===== src/rtl/car_link_responder.sv =====
// car_link_responder: far end of the car UART link (8N1, LSB first).
// Receives command frames {hdr[1:0], destroy, place, right, left, back, fwd},
// validates header and stop bit, and decodes them into registered drive
// outputs. Every accepted frame is answered with one status byte
// {4'b0, back, right, left, front} on txd. RX and TX run concurrently.
// Optional feature macro: LINK_WATCHDOG_EN (link-loss watchdog that clears the
// drive outputs after WDT_CYCLES without an accepted frame).
//
// RX state | meaning
// ---------+--------------------------------------------------------------
// RX_IDLE  | line idle, waiting for a low level on synchronised rxd
// RX_START | timing to mid start bit, rejects short glitches
// RX_DATA  | sampling 8 data bits at mid-bit, LSB first
// RX_STOP  | sampling the stop bit, issuing accept / frame_err / hdr_err
// RX_BREAK | stop bit was low, waiting for the line to return high
//
// TX state | meaning
// ---------+--------------------------------------------------------------
// TX_IDLE  | txd high; launches a reply when one is pending
// TX_START | driving start bit
// TX_DATA  | shifting out 8 status bits, LSB first
// TX_STOP  | driving stop bit
module car_link_responder #(
    parameter int         CLKS_PER_BIT = 10416,
    parameter logic [1:0] HDR          = 2'b10,
    parameter int         WDT_CYCLES   = 100_000_000
) (
    input  logic sys_clk,
    input  logic rst,
    input  logic rxd,
    output logic txd,
    input  logic front_det,
    input  logic left_det,
    input  logic right_det,
    input  logic back_det,
    output logic move_fwd,
    output logic move_back,
    output logic turn_left,
    output logic turn_right,
    output logic place_barrier,
    output logic destroy_barrier,
    output logic cmd_valid,
    output logic frame_err,
    output logic hdr_err,
    output logic link_lost
);

    localparam int            CW      = $clog2(CLKS_PER_BIT);
    localparam logic [CW-1:0] FULL_M1 = CW'(CLKS_PER_BIT - 1);
    localparam logic [CW-1:0] HALF_M1 = CW'(CLKS_PER_BIT / 2 - 1);

    typedef enum logic [2:0] {RX_IDLE, RX_START, RX_DATA, RX_STOP, RX_BREAK} rx_state_t;
    typedef enum logic [1:0] {TX_IDLE, TX_START, TX_DATA, TX_STOP} tx_state_t;

    logic          rx_meta, rx_sync;
    rx_state_t     rx_st, rx_nxt;
    logic [CW-1:0] rx_cnt, rx_cnt_nxt;
    logic [2:0]    rx_bit, rx_bit_nxt;
    logic [7:0]    rx_data, rx_data_nxt;
    logic          accept, frame_bad, hdr_bad;

    tx_state_t     tx_st, tx_nxt;
    logic [CW-1:0] tx_cnt, tx_cnt_nxt;
    logic [2:0]    tx_bit, tx_bit_nxt;
    logic [7:0]    tx_sh, tx_sh_nxt;
    logic          txd_nxt;
    logic          tx_load;
    logic          pending;
    logic          wdt_expire;

    // Two-flop synchroniser for the asynchronous serial input (idles high).
    always_ff @(posedge sys_clk or negedge rst) begin
        if (!rst) begin
            rx_meta <= 1'b1;
            rx_sync <= 1'b1;
        end else begin
            rx_meta <= rxd;
            rx_sync <= rx_meta;
        end
    end

    // RX state, bit timer, bit index and shift register.
    always_ff @(posedge sys_clk or negedge rst) begin
        if (!rst) begin
            rx_st   <= RX_IDLE;
            rx_cnt  <= '0;
            rx_bit  <= '0;
            rx_data <= '0;
        end else begin
            rx_st   <= rx_nxt;
            rx_cnt  <= rx_cnt_nxt;
            rx_bit  <= rx_bit_nxt;
            rx_data <= rx_data_nxt;
        end
    end

    // RX next-state: down-counter reaching zero marks each mid-bit sample point.
    always_comb begin
        rx_nxt      = rx_st;
        rx_cnt_nxt  = (rx_cnt == '0) ? '0 : rx_cnt - CW'(1);
        rx_bit_nxt  = rx_bit;
        rx_data_nxt = rx_data;
        accept      = 1'b0;
        frame_bad   = 1'b0;
        hdr_bad     = 1'b0;
        case (rx_st)
            RX_IDLE: begin
                rx_cnt_nxt = '0;
                if (!rx_sync) begin
                    rx_nxt     = RX_START;
                    rx_cnt_nxt = HALF_M1;
                    rx_bit_nxt = '0;
                end
            end
            RX_START: begin
                if (rx_cnt == '0) begin
                    if (rx_sync) begin
                        rx_nxt = RX_IDLE;
                    end else begin
                        rx_nxt     = RX_DATA;
                        rx_cnt_nxt = FULL_M1;
                    end
                end
            end
            RX_DATA: begin
                if (rx_cnt == '0) begin
                    rx_data_nxt = {rx_sync, rx_data[7:1]};
                    rx_cnt_nxt  = FULL_M1;
                    rx_bit_nxt  = rx_bit + 3'd1;
                    if (rx_bit == 3'd7) begin
                        rx_nxt = RX_STOP;
                    end
                end
            end
            RX_STOP: begin
                if (rx_cnt == '0) begin
                    if (!rx_sync) begin
                        frame_bad = 1'b1;
                        rx_nxt    = RX_BREAK;
                    end else if (rx_data[7:6] != HDR) begin
                        hdr_bad = 1'b1;
                        rx_nxt  = RX_IDLE;
                    end else begin
                        accept = 1'b1;
                        rx_nxt = RX_IDLE;
                    end
                end
            end
            RX_BREAK: begin
                rx_cnt_nxt = '0;
                if (rx_sync) begin
                    rx_nxt = RX_IDLE;
                end
            end
            default: rx_nxt = RX_IDLE;
        endcase
    end

    // Status pulses, one cycle each, aligned with the drive-output update.
    always_ff @(posedge sys_clk or negedge rst) begin
        if (!rst) begin
            cmd_valid <= 1'b0;
            frame_err <= 1'b0;
            hdr_err   <= 1'b0;
        end else begin
            cmd_valid <= accept;
            frame_err <= frame_bad;
            hdr_err   <= hdr_bad;
        end
    end

    // Drive decode: contradictory pairs cancel to 0; the watchdog clears everything.
    always_ff @(posedge sys_clk or negedge rst) begin
        if (!rst) begin
            move_fwd        <= 1'b0;
            move_back       <= 1'b0;
            turn_left       <= 1'b0;
            turn_right      <= 1'b0;
            place_barrier   <= 1'b0;
            destroy_barrier <= 1'b0;
        end else if (accept) begin
            move_fwd        <= rx_data[0] & ~rx_data[1];
            move_back       <= rx_data[1] & ~rx_data[0];
            turn_left       <= rx_data[2] & ~rx_data[3];
            turn_right      <= rx_data[3] & ~rx_data[2];
            place_barrier   <= rx_data[4] & ~rx_data[5];
            destroy_barrier <= rx_data[5] & ~rx_data[4];
        end else if (wdt_expire) begin
            move_fwd        <= 1'b0;
            move_back       <= 1'b0;
            turn_left       <= 1'b0;
            turn_right      <= 1'b0;
            place_barrier   <= 1'b0;
            destroy_barrier <= 1'b0;
        end
    end

    // Reply request: accepts during a reply collapse into one extra reply.
    always_ff @(posedge sys_clk or negedge rst) begin
        if (!rst) begin
            pending <= 1'b0;
        end else if (accept) begin
            pending <= 1'b1;
        end else if (tx_load) begin
            pending <= 1'b0;
        end
    end

    // TX state, bit timer, shift register and registered txd.
    always_ff @(posedge sys_clk or negedge rst) begin
        if (!rst) begin
            tx_st  <= TX_IDLE;
            tx_cnt <= '0;
            tx_bit <= '0;
            tx_sh  <= '0;
            txd    <= 1'b1;
        end else begin
            tx_st  <= tx_nxt;
            tx_cnt <= tx_cnt_nxt;
            tx_bit <= tx_bit_nxt;
            tx_sh  <= tx_sh_nxt;
            txd    <= txd_nxt;
        end
    end

    // TX next-state: txd_nxt is the line level for the state being entered.
    always_comb begin
        tx_nxt     = tx_st;
        tx_cnt_nxt = (tx_cnt == '0) ? '0 : tx_cnt - CW'(1);
        tx_bit_nxt = tx_bit;
        tx_sh_nxt  = tx_sh;
        tx_load    = 1'b0;
        txd_nxt    = 1'b1;
        case (tx_st)
            TX_IDLE: begin
                if (pending) begin
                    tx_load    = 1'b1;
                    tx_nxt     = TX_START;
                    tx_cnt_nxt = FULL_M1;
                    tx_bit_nxt = '0;
                    tx_sh_nxt  = {4'b0000, back_det, right_det, left_det, front_det};
                    txd_nxt    = 1'b0;
                end
            end
            TX_START: begin
                txd_nxt = 1'b0;
                if (tx_cnt == '0) begin
                    tx_nxt     = TX_DATA;
                    tx_cnt_nxt = FULL_M1;
                    txd_nxt    = tx_sh[0];
                end
            end
            TX_DATA: begin
                txd_nxt = tx_sh[0];
                if (tx_cnt == '0) begin
                    tx_cnt_nxt = FULL_M1;
                    if (tx_bit == 3'd7) begin
                        tx_nxt  = TX_STOP;
                        txd_nxt = 1'b1;
                    end else begin
                        tx_sh_nxt  = {1'b0, tx_sh[7:1]};
                        tx_bit_nxt = tx_bit + 3'd1;
                        txd_nxt    = tx_sh[1];
                    end
                end
            end
            TX_STOP: begin
                if (tx_cnt == '0) begin
                    tx_nxt = TX_IDLE;
                end
            end
            default: tx_nxt = TX_IDLE;
        endcase
    end

`ifdef LINK_WATCHDOG_EN
    localparam int            WW      = $clog2(WDT_CYCLES + 1);
    localparam logic [WW-1:0] WDT_END = WW'(WDT_CYCLES);
    localparam logic [WW-1:0] WDT_M1  = WW'(WDT_CYCLES - 1);

    logic [WW-1:0] wdt_cnt;

    assign wdt_expire = !accept && (wdt_cnt == WDT_M1);

    // Watchdog: saturating count since the last accept; errors do not restart it.
    always_ff @(posedge sys_clk or negedge rst) begin
        if (!rst) begin
            wdt_cnt   <= '0;
            link_lost <= 1'b0;
        end else if (accept) begin
            wdt_cnt   <= '0;
            link_lost <= 1'b0;
        end else if (wdt_cnt != WDT_END) begin
            wdt_cnt <= wdt_cnt + WW'(1);
            if (wdt_cnt == WDT_M1) begin
                link_lost <= 1'b1;
            end
        end
    end
`else
    logic unused_wdt;

    assign unused_wdt = (WDT_CYCLES > 0);
    assign wdt_expire = 1'b0;
    assign link_lost  = 1'b0;
`endif

endmodule


===== config.mk =====
export PLATFORM = sky130hd
export DESIGN_NAME = car_link_responder
export DESIGN_NICKNAME = d
export VERILOG_FILES = /design/src/rtl/car_link_responder.sv
export SDC_FILE = /design/constraint.sdc
export NUM_CORES = 1
export LEC_CHECK = 0
export BUFFER_PORTS_ARGS = -buffer_cell sky130_fd_sc_hd__buf_2
export CELL_PAD_IN_SITES_DETAIL_PLACEMENT = 1
export CELL_PAD_IN_SITES_GLOBAL_PLACEMENT = 2
export CORE_UTILIZATION = 44
export CTS_CLUSTER_DIAMETER = 40
export DETAILED_ROUTE_END_ITERATION = 16
export PLACE_DENSITY = 0.9
export RECOVER_POWER = 25
export SYNTH_ARGS = -nofsm -noshare
export SYNTH_HDL_FRONTEND = slang
export SYNTH_SLANG_ARGS = --single-unit

===== constraint.sdc =====
create_clock -name sys_clk -period 3.4 [get_ports sys_clk]
set_input_delay 0.34 -clock sys_clk [delete_from_list [all_inputs] [get_ports sys_clk]]
set_output_delay 0.34 -clock sys_clk [all_outputs]
set_load 0.01 [all_outputs]

Word level (Yosys, flattened, before mapping)
Cells that the tools add are included.
{"block": "word_totals", "register_bits": 68, "latchBits": 0, "ram_bits": 0, "mem_bits_ro": 0, "output_inout_bits": 11, "wordCells": 128, "n_memories": 0}
{"block": "classes", "add_sub_neg": 4, "multipliers": 0, "div_mod_pow": 0, "magnitude_cmp": 0, "n_eq_ne": 22, "shift": 0, "mux": 56, "n_bitwise": 12, "n_reduce_logical": 13}
{"op": "2-to-1 mux 14 bit", "n": 7}
{"op": "case mux 14 bit (4 select lines)", "n": 1}
{"op": "2-to-1 mux 3 bit", "n": 12}
{"op": "zero test 14 bit", "n": 2}
{"op": "case mux 14 bit (2 select lines)", "n": 1}
{"op": "subtractor 14 x 1 -> 14 bit (second input constant)", "n": 2}
{"op": "!= test 2 bit (second input constant)", "n": 13}
{"op": "2-to-1 mux 8 bit", "n": 3}
{"op": "2-to-1 mux 1 bit", "n": 19}
{"op": "case mux 8 bit (2 select lines)", "n": 1}
{"op": "case mux 3 bit (5 select lines)", "n": 1}
{"op": "2-to-1 mux 13 bit", "n": 1}
{"op": "2-to-1 mux 2 bit", "n": 6}
{"op": "case mux 3 bit (2 select lines)", "n": 2}
{"op": "== test 3 bit (second input constant)", "n": 3}
{"op": "case mux 2 bit (4 select lines)", "n": 1}
{"op": "adder 3 x 1 -> 3 bit (second input constant)", "n": 2}
{"op": "bitwise AND 1 bit", "n": 6}
{"op": "== test 3 x 2 -> 1 bit (second input constant)", "n": 2}
{"op": "NOT 1 bit", "n": 6}
{"op": "AND reduction 6 bit", "n": 1}
{"op": "nonzero test 2 bit", "n": 3}
{"op": "AND reduction 5 bit", "n": 1}
{"op": "== test 2 bit (second input constant)", "n": 2}
{"op": "9 further kinds", "n": 9}

Logic depth before layout (Yosys ltp)
Gate-level depths: netlist of the first run.
{"block": "depth", "word_depth": 6, "mapped_depth": 8, "depth_no_buf": 6}

Worst setup path after synthesis of the first run
No wires, ideal clock.
{"block": "synth_path", "path_type": "flip-flop to flip-flop", "start": "register rx_cnt[0]", "end": "register rx_data[2]", "setup_time_ns": 0.125, "arrival_time_ns": 2.082, "path_slack_ns": 1.193, "stages_incl_launch_ff": 9, "path_buffers": 2, "path_cell_list": "dfrtp_1 -> inv_1 -> ha_1 -> nor4b_4 -> nand4_4 -> or3_1 -> buf_6 -> buf_12 -> mux2_4"}
{"block": "synth_between", "elab_chain_len": 2}
{"element": "start, declared", "line": "57", "source": "logic [CW-1:0] rx_cnt, rx_cnt_nxt;"}
{"element": "start signal, assigned", "line": "91", "source": "rx_cnt <= rx_cnt_nxt;"}
{"element": "zero test 14 bit", "line": "126", "source": "if (rx_cnt == '0) begin"}
{"element": "AND reduction 2 bit (no source line)"}
{"element": "end signal, assigned", "line": "93", "source": "rx_data <= rx_data_nxt;"}
{"element": "end, declared", "line": "59", "source": "logic [7:0] rx_data, rx_data_nxt;"}
Every way passes these cells.
A chain may end at the register's enable or synchronous reset.

Worst setup path in the final report of the first run
Ends and elaborated chain as after synthesis.

==> impl_metrics.toml, run 1 <==
[global_route]
grt_pass1_wl_microns = 12700
grt_max_degree = 32
grt_pass1_vias = 2575
grt_use_total_pct = 21.4
grt.overflow.total = 0
antenna_found_initial = 0

[clock_network]
ctsResizeCount = 0
clockBufferDepth = 2
htreeDepth = 3
insertion_delay_ns = 0.35
clk_transition_reported_paths_ns = 0.07
numCtsBuffers = 9
cts_root_buf = "clkbuf_8"
cts_setup_buffers = 0
ctsHoldBuffers = 0
cts_tree = "yes"
cts.sinks = 64

[yosys]
ys_warn_count = 0
synth_nets = 333
synthArstFlopShare_pct = 100
synth_area_sq_um = 3370
ys.flop_type = "dfrtp_1"
synthCells = 316
synth_edf_count = 0
synth_area_per_cell_sq_um = 10.7
ys_seq_area_share_pct = 47.6
ys_ff_latch = 64
synth.distinct_cells = 62

[final_layout]
mostFrequentLayoutCell = "dfrtp_1"
final-seq-area_sq_um = 1610
area_growth_pct = 10.5
n_antenna_cell = 0
final_nets = 351
layout_common_cells = "dfrtp_1 (61), nor2_1 (26), inv_1 (18), nand2_1 (18)"
layout-drive-gt1-share_pct = 18.9
fillers = 811
multiInputGateArea_sq_um = 1600

[setup_path]
rr_endpoint = "rx_data[2]"
r2r_cells = 6
worstSetupPathType = "flip-flop to flip-flop"
crit_path_start = "rx_cnt[0]"
cp-end-kind = "flip-flop"
cp.arrival_ns = 2.87
required_ns = 3.62
rr_startpoint = "rx_cnt[0]"
rrSetupSlack_ns = 0.75
worst_setup_path_start_kind = "flip-flop"
worstPathMaxFanout = 13

[outcome]
status = "finished with violations"
violations = "capacitance limit, slew limit"

[sta]
post-route-min-period_ns = 2.65
rsz0062_at_grt = "no"
clock_skew_ns = 0.0131
fmax_ghz = 0.377
finalSetupViolations = 0
finalHoldViolations = 0
drv_slew = 32
min_period_over_period_pct = 78.0
relSlewSlack_pct = -16.0
worstMarginPinSlew_ns = 1.74
setup_tns_ns = 0

[hold_path]
hold_class = "primary input to flip-flop"
min_to = "rx_meta"
min_from = "rxd"
min_path_cells = 1

[power_and_ir_drop]
power.leakage_uw = 0.00187
p_per_area_nw_per_um2 = 415
ir_drop_mv = 0.214
total_power_uw = 1550

[die]
die-area_sq_um = 8020
rows = 31
die_h_microns = 89.5
initial_core_util_pct = 46.0
core_sq_um = 7330
ios = 18
die_w_microns = 89.5

[route]
via_per_inst = 5.54
first_pass_iters = 4
wl_microns = 7500
highest_layer = "met4"
drc = 0
drt_iter0_drc = 139
ant_nets = 0
wl_met2_microns = 3870
wl_met3_microns = 148
detail_route.wirelength.met1_microns = 3300
routedWlPerCell_microns = 17.1
vias = 2428

[placement]
place_congestion = 0.764
portBuffers = 16
post-dp-hpwl_microns = 5180

[flow_run]
max-cap-violations = 1
-- synthesized netlist by cell type (10+ instances only) --
cell     count  area share (%)
mux2i_1     10             3.0
nor3_1      12             1.8
inv_1       18             2.0
nand2_1     18             2.0
mux2_2      11             3.7
o21ai_0     16             2.4
nor2b_1     11             2.0
dfrtp_1     61              45
nor2_1      26             2.9
xor2_1      16             4.2
ha_1        10             3.7
a21oi_1     10             1.5
-- layout make-up --
type / instances / share of cell area (%)
flip-flops and latches: 64 / 43.1
multi-input cells: 222 / 42.8
repair buffers: 19 / 2.62
inverters: 18 / 1.81
clock inverters: 1 / 0.806
well taps: 99 / 3.32
clock buffers: 15 / 5.54
-- layer usage --
metal | GRT usage (%) | vias to the layer above
met5 | 0 | -
li1 | - | 1156
met2 | 36.3 | 30
met1 | 25.7 | 1223
met4 | 9.96 | 0
met3 | 4.89 | 19
-- where the power goes --
group | switching, uW | total [uW] | leakage (uW) | internal [uW]
combinational | 18.4 | 23.1 | 0.000904 | 4.70
clock | 298 | 757 | 0.000122 | 460
sequential | 1.40 | 765 | 0.000848 | 763
-- how the worst max path moves through the flow --
stage               slack [ns]          to
finish                    0.75  rx_data[2]
global route              0.65  rx_data[2]
CTS                       0.76  rx_data[4]
detailed placement        0.83  rx_data[4]
global placement          0.98  rx_data[5]
floorplan                 1.19  rx_data[2]
-- worst max-delay path, stage by stage, from the launching register on --
cell and delay, ns:
dfrtp_1 0.42, inv_1 0.10, ha_1 0.25, nor4b_4 0.40, nand4_4 0.24, or3_1 0.71, mux2_4 0.40
-- stage by stage --
stage / utilization, % / hold WS (ns) / cell area, sq um / setup slack [ns] / instances
5_1_grt: 50.8 / 0.0780 / 3730 / 0.647 / 438
3_3_place_gp: 47.7 / 0.346 / 3490 / 0.982 / 422
3_5_place_dp: 47.7 / 0.357 / 3490 / 0.829 / 422
2_1_floorplan: - / 0.0444 / 3370 / 1.19 / 316
6_report: 50.8 / 0.0913 / 3730 / 0.749 / 438
4_1_cts: 50.9 / 0.0650 / 3730 / 0.756 / 438
-- sequential cells by signal, indices dropped and copies added, names as in the netlist, 2 cells and up --
signal   cells
rx_cnt      14
tx_cnt      14
rx_data      8
tx_sh        4
rx_bit       3
rx_st        3
tx_bit       3
tx_st        2
-- kinds of logic after synthesis --
family	after synthesis	share of synthesized area, %
other	1	0.111
buffers and inverters	30	5.08
AO/OA/AOI/OAI	53	10.1
adder cells (fa/ha/maj)	10	3.71
flip-flops	64	47.6
AND/OR/NAND/NOR	111	19.1
multiplexers	26	8.87
XOR/XNOR	21	5.45
(Power assumes the default switching activity.)
==> inputs of run 2 (changes only) <==
--- a/config.mk
+++ b/config.mk
@@ -5,13 +5,14 @@
 export SDC_FILE = /design/constraint.sdc
 export NUM_CORES = 1
 export LEC_CHECK = 0
+export ABC_AREA = 1
 export BUFFER_PORTS_ARGS = -buffer_cell sky130_fd_sc_hd__buf_2
 export CELL_PAD_IN_SITES_DETAIL_PLACEMENT = 1
 export CELL_PAD_IN_SITES_GLOBAL_PLACEMENT = 2
-export CORE_UTILIZATION = 44
+export CORE_UTILIZATION = 37
 export CTS_CLUSTER_DIAMETER = 40
 export DETAILED_ROUTE_END_ITERATION = 16
-export PLACE_DENSITY = 0.9
+export PLACE_DENSITY = 0.84
 export RECOVER_POWER = 25
 export SYNTH_ARGS = -nofsm -noshare
 export SYNTH_HDL_FRONTEND = slang
==> constraint.sdc (replaced) <==
create_clock -name sys_clk -period 2.8 [get_ports sys_clk]
set_input_delay 0.28 -clock sys_clk [delete_from_list [all_inputs] [get_ports sys_clk]]
set_output_delay 0.28 -clock sys_clk [all_outputs]
set_load 0.01 [all_outputs]
==> run 2 against run 1 <==
Compared with the run above:
- the run now ends clean
- sequential power up 22%
- global-route usage down 4.2 points
- first-iteration DRC count down 58%
- combinational power up 24%
- power up 21%
- clock skew down 0.0014 ns
- largest cell class is now multi-input gates
==> impl_metrics.toml, run 2 <==
[die]
die_h_microns = 100
core_sq_um = 9330
die_w_microns = 100
ios = 18
initial_core_util_pct = 38.4
die-area_sq_um = 10100
rows = 35

[setup_path]
required_ns = 3.24
crit_buf_inv = 3
cp.arrival_ns = 2.39
worstPathMaxFanout = 26
critical-path-top-delay-family = "buffers and inverters"
worst_setup_path_start_kind = "primary input"
slowest_stage = "clkbuf_1"
cp-end-kind = "asynchronous set/reset pin"
cpPeakStageDelay_ns = 1.06
crit_chain = "dlygate4sd3_1 > clkbuf_1 > buf_4"
worstSetupPathType = "primary input to asynchronous set/reset pin"

[final_layout]
layout_common_cells = "nand2_1 (120), dfrtp_1 (61), nor2_1 (46)"
n_antenna_cell = 0
largestRegisters = "rx_cnt x14, tx_cnt x14, rx_data x8"
mostFrequentLayoutCell = "nand2_1"
area_growth_pct = 11.7
fin_util_pct = 42.9
final_nets = 476
layout-drive-gt1-share_pct = 15.7

[yosys]
synth_most_common_cell = "nand2_1"
synth_area_sq_um = 3580
synthArstFlopShare_pct = 100
synth_nets = 453
synth.distinct_cells = 40
synth_area_per_cell_sq_um = 8.21
synth_top_area_share_pct = 42.6
synthTopCellsByArea = "dfrtp_1 (43%), nand2_1 (13%), nor2_1 (4.8%)"
yosysTopAreaCell = "dfrtp_1"
synthCells = 436
synth_commonest_cells = "nand2_1 (120), dfrtp_1 (61), nor2_1 (46)"
ys.flop_type = "dfrtp_1"
synth_edf_count = 0
ys_ff_latch = 64
ys_warn_count = 0
ys_seq_area_share_pct = 44.8

[sta]
post-route-min-period_ns = 1.95
clock_skew_ns = 0.0117
relSlewSlack_pct = 1.92
whs_ns = 0.0414
setup_tns_ns = 0
rsz0062_at_grt = "no"
drv_slew = 0
worstMarginPinSlew_ns = 1.47
finalHoldViolations = 0
fmax_ghz = 0.514
min_period_over_period_pct = 69.5
finalSetupViolations = 0

[route]
routedWlPerCell_microns = 13.1
drc = 0
vias = 2780
wl_microns = 7780
first_pass_iters = 4
drt_iter0_drc = 59
via_per_inst = 4.69
ant_nets = 0

[power_and_ir_drop]
power.leakage_uw = 0.00201
ir_drop_mv = 0.225
p_per_area_nw_per_um2 = 466

[placement]
portBuffers = 16
place_congestion = 0.768
post-dp-hpwl_microns = 5780

[global_route]
grt_pass1_vias = 2965
grt.overflow.total = 0
grt_max_degree = 27
grt_pass1_wl_microns = 13600
grt_use_total_pct = 17.2
antenna_found_initial = 0

[clock_network]
clockBufferDepth = 2
ctsResizeCount = 0
cts_root_buf = "clkbuf_8"
clk_transition_reported_paths_ns = 0.07
numCtsBuffers = 9
ctsHoldBuffers = 1
cts_setup_buffers = 0
cts_tree = "yes"
cts.sinks = 64
htreeDepth = 3
insertion_delay_ns = 0.34

[flow_run]
max-cap-violations = 0

[hold_path]
hold_class = "primary input to flip-flop"

[outcome]
status = "complete, no violations"
[run 2: cell count changes after synthesis, moves of 7 or more]
cell / change
nand2_1: +102
inv_1: +22
nor2_1: +20
nand3_1: +19
o21ai_1: +13
mux2_2: -11
nor2b_1: -11
mux2i_1: -10
nand2_2: +9
o21ai_2: +9
nor2_2: +8
o21ai_0: -8
o22ai_1: -7
[run 2: final cells by class]
class | count | area [sq um]
Clock buffer | 13 | 159
Clock inverter | 3 | 65.1
Fill cell | 1142 | 5330
Inverter | 46 | 173
Multi-Input combinational cell | 319 | 1750
Sequential cell | 64 | 1610
Tap cell | 129 | 161
Timing Repair Buffer | 19 | 92.6
[run 2: layer usage]
metal	wire length, microns	track usage, %
met1	4010	23.0
met2	3550	27.8
met3	133	3.20
met4	85	6.13
met5	0	0
[run 2: per-stage QoR]
stage / worst slack, ns / power [uW] / instances / area, sq um
2_1_floorplan: 1.23 / 951 / 436 / 3580
3_3_place_gp: 0.916 / 977 / 576 / 3780
3_5_place_dp: 0.847 / 977 / 576 / 3780
4_1_cts: 0.820 / 1890 / 593 / 4010
5_1_grt: 0.530 / 1930 / 593 / 4000
6_report: 0.854 / 1870 / 593 / 4000
[run 2: cells by family after synthesis]
family	after synthesis	synth area share, %
adder cells (fa/ha/maj)	10	3.49
AO/OA/AOI/OAI	47	7.83
AND/OR/NAND/NOR	243	32.9
other	1	0.105
buffers and inverters	53	6.43
flip-flops	64	44.8
XOR/XNOR	18	4.40
[run 2: path summary, 6_finish.rpt]
check	startpoint	to	slack [ns]	cells after the start
setup / recovery	rst	rx_sync	0.85	3
hold / removal	rxd	rx_meta	0.04	1
setup reg to reg	tx_st[0]	tx_sh[1]	0.86	10
hold reg to reg	rx_meta	rx_sync	0.36	0
max in group sys_clk	tx_st[0]	tx_sh[1]	0.86	10
min in group asynchronous	rst	tx_cnt[2]	0.83	2
[run 2: where the power goes]
part | internal, uW | switching [uW]
registers | 927 | 2.92
clock network | 550 | 358
logic | 6.72 | 21.9
==> inputs of run 3 (changes only) <==
==> constraint.sdc (replaced) <==
create_clock -name sys_clk -period 1.9 [get_ports sys_clk]
set_input_delay 0.19 -clock sys_clk [delete_from_list [all_inputs] [get_ports sys_clk]]
set_output_delay 0.19 -clock sys_clk [all_outputs]
set_load 0.01 [all_outputs]
==> run 3 against run 2 <==
Compared with the run above:
- clock power rose by 63%
- global-route usage rose by 0.98 points
- sequential cell count did not move
- sequential share of layout area fell by 1.2 points
- design area rose by 3.2%
- critical path type is now flip-flop to flip-flop
- critical endpoint is now move_fwd
==> impl_metrics.toml, run 3 (synthesized netlist as in run 2, its figures left out) <==
[power_and_ir_drop]
p_per_area_nw_per_um2 = 701
ir_drop_mv = 0.522
power.leakage_uw = 0.00211

[clock_network]
htreeDepth = 3
clockBufferDepth = 2
cts.sinks = 64
cts_root_buf = "clkbuf_8"
numCtsBuffers = 9
insertion_delay_ns = 0.35
cts_tree = "yes"
clk_transition_reported_paths_ns = 0.08

[hold_path]
hold_class = "primary input to flip-flop"
min_path_cells = 3
min_from = "back_det"
min_to = "tx_sh[3]"

[final_layout]
area_growth_pct = 15.3
layout_common_cells = "nand2_1 (120), dfrtp_1 (61), nor2_1 (46)"
multiInputGateArea_sq_um = 1750
final-seq-area_sq_um = 1610
layout-drive-gt1-share_pct = 19.9
fillers = 1127
mostFrequentLayoutCell = "nand2_1"
final_nets = 484
n_antenna_cell = 0
fin_cells = 601
largestRegisters = "rx_cnt x14, tx_cnt x14, rx_data x8"

[setup_path]
crit_chain = "inv_1 > ha_2 > nand2_4 > nor2_8 > nand2_4 > inv_2 > nand4_4 > buf_12 > nand2_1 > o21ai_2"
slowest_stage = "dfrtp_1"
rr_endpoint = "move_fwd"
required_ns = 2.14
critical-path-top-delay-family = "simple AND/OR/NAND/NOR gates"
r2r_cells = 10
worstPathMaxFanout = 10
rr_startpoint = "rx_cnt[0]"
cpPeakStageDelay_ns = 0.39
worst_setup_path_start_kind = "flip-flop"
cp-end-kind = "flip-flop"
rrSetupSlack_ns = 0.19
crit_top_cell = "nand2_4"
crit_buf_inv = 3
worstSetupPathType = "flip-flop to flip-flop"
cp.arrival_ns = 1.95

[placement]
post-dp-hpwl_microns = 5770
place_congestion = 0.739
dp.cells = 582
portBuffers = 16
place_ws_ns = 0.106

[global_route]
grt.overflow.total = 0
grt_pass1_vias = 3064
grt_max_degree = 65
grt_pass1_wl_microns = 14300
antenna_found_initial = 0
grt_use_total_pct = 18.1

[route]
via_per_inst = 4.83
routedWlPerCell_microns = 13.3
drt_iter0_drc = 126
wl_microns = 8010
ant_nets = 0
first_pass_iters = 4
drc = 0
vias = 2903

[sta]
setup_tns_ns = 0
drv_slew = 0
min_period_over_period_pct = 90.0
final.setup.worst_slack_ns = 0.190
worstMarginPinSlew_ns = 0.920
finalSetupViolations = 0
post-route-min-period_ns = 1.71
rsz0062_at_grt = "no"
finalHoldViolations = 0
clock_skew_ns = 0.0143
fmax_ghz = 0.585
relSlewSlack_pct = 38.7

[die]
die_h_microns = 100
ios = 18
die-area_sq_um = 10100
die_w_microns = 100
rows = 35
initial_core_util_pct = 38.4
core_sq_um = 9330

[flow_run]
max-cap-violations = 0

[outcome]
status = "complete, no violations"
[run 3: cell count changes in the layout (fill, tap and decap cells not counted), sizes merged]
| cell | before | now |
|---|---|---|
| bufinv | 2 | 3 |
| inv | 46 | 47 |
| dlygate4sd3 | 1 | 2 |
| clkinvlp | 0 | 1 |
| clkbuf | 23 | 11 |
| buf | 8 | 24 |
[run 3: through the flow]
step	area, sq um	total power, uW	hold WS (ns)	util (%)
5_1_grt	4130	3010	0.0970	44.3
3_3_place_gp	3840	1440	0.242	41.1
2_1_floorplan	3580	1400	-0.106	-
3_5_place_dp	3840	1440	0.239	41.1
6_report	4130	2900	0.0858	44.3
4_1_cts	4110	2950	0.0806	44.1
[run 3: worst max-delay path by stage]
stage | startpoint | endpoint | slack, ns | depth (start not counted)
after floorplan | rx_cnt[0] | move_back | 0.33 | 10
after global placement | rx_cnt[0] | place_barrier | 0.16 | 9
after detailed placement | rx_cnt[0] | destroy_barrier | 0.11 | 9
after CTS | rx_cnt[0] | destroy_barrier | 0.09 | 9
after global routing | rx_cnt[0] | rx_data[1] | 0.02 | 9
final | rx_cnt[0] | move_fwd | 0.19 | 10
[run 3: worst min-delay path, cell delays in order]
cell and delay, ns:
buf_2 0.09, nand2_1 0.06, o21ai_1 0.06
[run 3: repair_timing]
| item | CTS | global route |
|---|---|---|
| setup endpoints to repair | 0 | 7 |
| gates resized for setup | 0 | 3 |
| buffers inserted | 0 | 1 |
| endpoints found under the hold margin | 62 | 0 |
| hold buffers | 2 | 0 |
[run 3: routing by layer]
metal	global-route usage, %	wire [microns]	up-vias
met2	29.7	3840	33
met4	5.69	84	0
met3	4.18	183	6
met1	23.9	3910	1410
met5	0	0	-
li1	-	-	1454
[run 3: area by class of cell]
cell class	count	area share, %
clock buffers	10	3.33
clock inverters	6	2.79
inverters	46	4.18
multi-input cells	319	42.4
flip-flops and latches	64	38.9
well taps	129	3.91
repair buffers	27	4.46
[run 3: where the power goes]
part           internal, uW  switching (uW)  leakage (uW)
Sequential             1370            4.10      0.000827
Clock                   914             570      0.000123
Combinational          9.93            31.4       0.00116
